$ cat config.mk
export PLATFORM = sky130hd
export DESIGN_NAME = rom_arbiter
export DESIGN_NICKNAME = d
export VERILOG_FILES = /design/src/rtl/rom_arbiter.sv
export SDC_FILE = /design/constraint.sdc
export NUM_CORES = 1
export LEC_CHECK = 0
export ABC_CLOCK_PERIOD_IN_PS = 2100
export BUFFER_PORTS_ARGS = -buffer_cell sky130_fd_sc_hd__buf_2
export CORE_UTILIZATION = 49
export DETAILED_ROUTE_END_ITERATION = 10
export PLACE_DENSITY = 0.95
export SLEW_MARGIN = 5
export SYNTH_ARGS = -nofsm -noshare
export SYNTH_HDL_FRONTEND = slang
export SYNTH_SLANG_ARGS = --single-unit
$ cat constraint.sdc
create_clock -name clk -period 2.1 [get_ports clk]
set_clock_uncertainty 0.2 [all_clocks]
set_input_delay 0.315 -clock clk [delete_from_list [all_inputs] [get_ports clk]]
set_output_delay 0.315 -clock clk [all_outputs]
set_load 0.01 [all_outputs]
$ cat src/rtl/rom_arbiter.sv
// -----------------------------------------------------------------------------
// rom_arbiter
//
// Shares one synchronous-read ROM (registered read, one clock of latency)
// between two requesters. Each cycle at most one request is granted, either
// round-robin or with port 0 always winning. Every grant issues one ROM access,
// so a new access can start on every clock. Read data is returned to the port
// that issued the access, three clock edges after the accept.
//
// Ports
//   clk       in   1   system clock, rising edge
//   rst_n     in   1   synchronous reset, active low
//   req0      in   1   port 0 request, held with addr0 until accepted
//   addr0     in   AW  port 0 read address
//   gnt0      out  1   port 0 grant (combinational); accept = req0 & gnt0
//   dout0     out  DW  port 0 read data, held between strobes
//   valid0    out  1   one-cycle strobe: dout0 carries new data
//   req1 / addr1 / gnt1 / dout1 / valid1  same for port 1
//   rom_a     out  AW  registered ROM address
//   rom_dout  in   DW  ROM read data, valid one clock after rom_a
// -----------------------------------------------------------------------------
module rom_arbiter #(
    parameter int AW         = 14,
    parameter int DW         = 8,
    parameter int FIXED_PRIO = 0
) (
    input  logic          clk,
    input  logic          rst_n,
    input  logic          req0,
    input  logic [AW-1:0] addr0,
    output logic          gnt0,
    output logic [DW-1:0] dout0,
    output logic          valid0,
    input  logic          req1,
    input  logic [AW-1:0] addr1,
    output logic          gnt1,
    output logic [DW-1:0] dout1,
    output logic          valid1,
    output logic [AW-1:0] rom_a,
    input  logic [DW-1:0] rom_dout
);

    // Port that wins the next tie (0 or 1).
    logic          r_rr;
    // Tag travelling alongside the access: stage 1 while the ROM address is
    // presented, stage 2 while the ROM produces data.
    logic          r_tag1_vld;
    logic          r_tag1_port;
    logic          r_tag2_vld;
    logic          r_tag2_port;
    logic [AW-1:0] r_rom_a;
    logic [DW-1:0] r_dout0;
    logic [DW-1:0] r_dout1;
    logic          r_valid0;
    logic          r_valid1;

    logic          w_gnt0;
    logic          w_gnt1;
    logic          w_accept;
    logic          w_win_port;
    logic [AW-1:0] w_win_addr;

    // Grant selection: a lone request always wins; a tie is settled by the
    // fixed priority or by the round-robin pointer. No grant while in reset.
    always_comb begin
        w_gnt0 = 1'b0;
        w_gnt1 = 1'b0;
        if (!rst_n) begin
            w_gnt0 = 1'b0;
            w_gnt1 = 1'b0;
        end else if (req0 && req1) begin
            if ((FIXED_PRIO != 32'sd0) || (r_rr == 1'b0)) begin
                w_gnt0 = 1'b1;
            end else begin
                w_gnt1 = 1'b1;
            end
        end else begin
            w_gnt0 = req0;
            w_gnt1 = req1;
        end
    end

    // Winner's identity and address; a grant is only ever given to a
    // requesting port, so any grant is an accept.
    always_comb begin
        w_accept   = w_gnt0 | w_gnt1;
        w_win_port = w_gnt1;
        if (w_gnt1) begin
            w_win_addr = addr1;
        end else begin
            w_win_addr = addr0;
        end
    end

    // Round-robin pointer: after an accept, the other port gets the next tie.
    always_ff @(posedge clk) begin
        if (!rst_n) begin
            r_rr <= 1'b0;
        end else if (w_accept) begin
            r_rr <= ~w_win_port;
        end
    end

    // ROM address register: only loaded on an accept, otherwise holds.
    always_ff @(posedge clk) begin
        if (!rst_n) begin
            r_rom_a <= {AW{1'b0}};
        end else if (w_accept) begin
            r_rom_a <= w_win_addr;
        end
    end

    // Two-stage tag shift register; idle cycles shift in an invalid tag and
    // reset drops everything in flight.
    always_ff @(posedge clk) begin
        if (!rst_n) begin
            r_tag1_vld  <= 1'b0;
            r_tag1_port <= 1'b0;
            r_tag2_vld  <= 1'b0;
            r_tag2_port <= 1'b0;
        end else begin
            r_tag1_vld  <= w_accept;
            r_tag1_port <= w_win_port;
            r_tag2_vld  <= r_tag1_vld;
            r_tag2_port <= r_tag1_port;
        end
    end

    // Return stage: steer ROM data to the owning port and strobe its valid.
    always_ff @(posedge clk) begin
        if (!rst_n) begin
            r_dout0  <= {DW{1'b0}};
            r_dout1  <= {DW{1'b0}};
            r_valid0 <= 1'b0;
            r_valid1 <= 1'b0;
        end else begin
            r_valid0 <= r_tag2_vld & ~r_tag2_port;
            r_valid1 <= r_tag2_vld & r_tag2_port;
            if (r_tag2_vld && !r_tag2_port) begin
                r_dout0 <= rom_dout;
            end
            if (r_tag2_vld && r_tag2_port) begin
                r_dout1 <= rom_dout;
            end
        end
    end

    assign gnt0   = w_gnt0;
    assign gnt1   = w_gnt1;
    assign rom_a  = r_rom_a;
    assign dout0  = r_dout0;
    assign dout1  = r_dout1;
    assign valid0 = r_valid0;
    assign valid1 = r_valid1;

endmodule

Yosys cells after proc, flatten, opt, wreduce, memory -nomap -nowiden
Index checks and enable logic that the tools add are counted.
Widths: inputs -> output; s select.
{"block": "totals", "elab_cells": 26, "output_inout_bits": 34, "regBits": 37, "inputBits": 40}
{"block": "op_classes", "reduce_logical": 4, "mux": 7, "bitwise_logic": 5}
{"op": "$mux 14", "count": 1}
{"op": "$mux 1", "count": 6}
{"op": "$logic_and 1x1->1", "count": 3}
{"op": "$and 1x1->1", "count": 2}
{"op": "$not 1->1", "count": 2}
{"op": "$logic_not 1->1", "count": 1}
{"op": "$or 1x1->1", "count": 1}

Longest topological paths before layout
{"block": "depth", "ltp_word": 4, "ltp_mapped": 5, "depth_no_buf": 3}

Worst setup path after synthesis
Ideal clock, no wire load.
{"block": "synth_timing", "kind": "input to output", "start": "in rst_n", "end": "out gnt0", "t_required_ps": 1585, "path_slack_ps": 626, "cell_stages": 4, "arrival_time_ps": 959, "path_buffers": 2, "cell_sequence": "buf_2 -> clkbuf_1 -> nand2_1 -> a21oi_1"}
{"block": "synth_between", "elab_chain_len": 1}
{"item": "from (decl)", "line": "28", "rtl": "input logic rst_n,"}
{"item": "$mux 1", "line": "68", "rtl": "if (!rst_n) begin"}
{"item": "to (decl)", "line": "31", "rtl": "output logic gnt0,"}
No other way between the ends.

Worst setup path after layout
{"block": "layout_timing", "start": "reg r_rr", "end": "out gnt1"}
{"block": "layout_between", "elab_chain_len": 3}
{"item": "from (decl)", "line": "44", "rtl": "logic r_rr;"}
{"item": "from (signal assigned)", "line": "100", "rtl": "r_rr <= ~w_win_port;"}
{"item": "$mux 1", "line": "72", "rtl": "if ((FIXED_PRIO != 32'sd0) || (r_rr == 1'b0)) begin"}
{"item": "$mux 1", "line": "71", "rtl": "end else if (req0 && req1) begin"}
{"item": "$mux 1", "line": "68"}
{"item": "to (decl)", "line": "36", "rtl": "output logic gnt1,"}
No other way between the ends.

==> summary.md <==
| Metric | Value |
|---|---|
| Total CTS buffers | `5` |
| Clock Sinks | `37` |
| Worst-skew pair later-pin latency | `approximately 0.33 ns` |
| Synth Net Count | `214` |
| Chip Height | `58.09 um` |
| DR vias | `1519` |
| HPWL after DPL | `2480 um` |
| WS Path Type | `reg -> out` |
| Ratio of cells with drive above 1 in the final layout | `39.02%` |
| Clock transition at the registers of the reported paths | `0.10 ns` |
| N_diodes | `0` |
| Power per cell area | `664.5 nW/um^2` |
| RSZ-0062 raised after global routing | `false` |
| Grt ovf | `0` |
| Critical Path End | `gnt1` |
| DRC | `0` |
| Worst path required time | `1.58 ns` |
| First-pass iteration count of the detailed router | `5` |
| Minimum clock period | `1.781 ns` |
| Clock tree from TritonCTS | `built` |
| Yosys top cell by area | `dfxtp_1` |
| FF+latch area | `about 740 sq um` |
| Register-to-register setup slack | `about 0.58 ns` |
| Nets | `285` |
| Least-Margin Pin Slew | `0.6111 ns` |
| H-tree levels | `2` |
| Outcome | `completed` |
| Fin. Hold Viols | `0` |
| Post-Synthesis Cells | `174` |
| CP arrival | `1.27 ns` |
| Fill cells | `240` |
| Initial antenna violation count | `0` |
| Warnings from Yosys | `0` |
| Yosys reg bits | `37` |
| Mean Syn Cell Area | `8.859 sq um` |
| Dominant cells by area after synthesis | `dfxtp_1 (48%), nand2_1 (13%), o311ai_2 (9.5%), a21boi_0 (8.3%), nand3_1 (7.1%)` |
| Port Buffers | `73` |
| Gr usage total | `around 22%` |
| Slew headroom | `around 60%` |
| Top cell type's share of synthesized area | `48.05%` |
| Initial DRC count | `66` |
| Tcrit/Tclk final | `84.80%` |
| Core area | `about 2900 sq um` |
| Post-CTS sizing | `0` |
| R2r startpoint | `r_tag2_port$_SDFF_PN0_` |
| Distinct cells, synth | `18` |
| WL final | `3477 um` |
| Area growth from synthesis to layout | `28.41%` |
| First-pass GRT wire length | `between 5000 and 6000 um` |
| Largest net degree at the start of global routing | `39` |
| Top-level I/O count | `74` |
| Synthesized cell area | `1541 sq um` |
| Cells on worst reg2reg path | `3` |
| DRT antenna net count | `0` |
| Post-synthesis sequential area ratio | `48.05%` |
| Worst Slack Setup Final | `0.3193 ns` |
| Final setup vio count | `0` |
| Post-Place Worst Slack | `0.4296 ns` |
| TNS Setup | `0 ns` |
| Core Rows | `19` |
| Initial Util | `a little over half` |
| Max_cap viols | `0` |
| Clock Tree Buf Depth | `2` |
| Min-Delay Path Class | `in -> reg` |
| Beginning of the critical path | `r_rr$_SDFFE_PN0P_` |
| CTS Root Cell | `clkbuf_4` |
| Vias in the first global route | `1398` |
| DR WL/cell | `between 10 and 15 um` |
| CP max FO | `15` |
| Vias/cell | `5.274` |
| Post-CTS setup buffer count | `0` |
| Nature of the critical path startpoint | `flop` |
| VDD IR-drop max | `398.1 uV` |
| Area of the multi-input gates | `724.4 sq um` |
| Critical Path Sink Type | `primary output` |
| R2r endpoint | `dout0[3]$_SDFFE_PN0P_` |
| RD Place Congestion | `0.8044` |
| Die width | `between 50 and 60 um` |
| Power, Total | `1.315 mW` |
| Achievable Freq | `between 500 and 600 MHz` |
| Leak | `0.8918 nW` |
| Die area | `3374 sq um` |
| Final Util | `68.81%` |
| Hold_buf cts | `0` |
| Slew Limit Fails | `0` |
[routing by layer]
metal	vias to the layer above	part of all wire (%)	wire, um	GRT usage, %
met5	-	0	0	0
met4	0	2.0	68	10.54
met3	7	7.9	274	4.688
met2	93	48	1653	38.59
met1	681	43	1480	26.15
li1	738	-	-	-
[sequential cells by signal, indices dropped and copies added, names as in the netlist]
signal       count
rom_a           14
r_tag2_port      1
r_tag2_vld       1
r_tag1_port      1
dout0            8
valid0           1
valid1           1
r_tag1_vld       1
r_rr             1
dout1            8
[report_power, final]
part	switching (mW)	internal, mW
Clock	0.221	0.128
Sequential	0.0196	0.741
Combinational	0.110	0.0964
Total	0.351	0.965
[worst max-delay path, cell delays in order, from the launching register on]
cell and delay, ns:
dfxtp_1 0.37, nand2b_1 0.13, and2_4 0.27, buf_2 0.17
[synth_stat cells (all sizes together)]
cell,instances
a21boi,17
a21oi,1
and2,6
and3,1
buf,7
clkbuf,8
dfxtp,37
nand2,54
nand2b,3
nand3,22
nor2,1
nor2b,2
nor3b,1
o311ai,14
[logic make-up after synthesis]
kind of cell           after synthesis  share of synthesized area, %
buffers and inverters               15                         4.951
AO/OA/AOI/OAI                       32                         20.94
flip-flops                          37                         48.05
AND/OR/NAND/NOR                     90                         26.06
[through the flow]
step / instance area (sq um) / std cells / hold WS [ns]
2_1_floorplan: 1541 / 174 / 0.2119
4_1_cts: 1979 / 288 / 0.02153
5_1_grt: 1979 / 288 / 0.01833
3_3_place_gp: 1928 / 280 / 0.2130
6_report: 1979 / 288 / 0.03052
3_5_place_dp: 1928 / 280 / 0.2235
[placed cells by master, fill, tap and decap left out, drive strengths merged]
cell type,count
o311ai,14
clkbuf,6
nor3b,1
nand3,22
buf,79
nand2b,3
dfxtp,37
nor2,1
nand2,54
and2,6
clkinv,2
and3,1
a21boi,17
nor2b,2
a21oi,1
[how the worst min path moves through the flow]
| stage | slack (ns) | to | cells past startpoint | from |
|---|---|---|---|---|
| after detailed placement | 0.22 | r_tag2_vld$_SDFF_PN0_ | 1 | r_tag1_vld$_SDFF_PN0_ |
| final | 0.03 | rom_a[3]$_SDFFE_PN0P_ | 3 | addr1[3] |
| after floorplan | 0.21 | r_tag2_port$_SDFF_PN0_ | 1 | r_tag1_port$_SDFF_PN0_ |
| after CTS | 0.02 | rom_a[2]$_SDFFE_PN0P_ | 3 | addr1[2] |
| after global routing | 0.02 | dout0[7]$_SDFFE_PN0P_ | 3 | rom_dout[7] |
| after global placement | 0.21 | r_tag2_port$_SDFF_PN0_ | 1 | r_tag1_port$_SDFF_PN0_ |
[layout make-up]
type                       instances  area share [%]
tap                               42           2.655
clock buffer                       6           2.086
timing repair buffer              79           20.73
sequential                        37           37.42
multi-input combinational        122           36.60
clock inverter                     2          0.5057
Power figures use the tool's default switching activity.
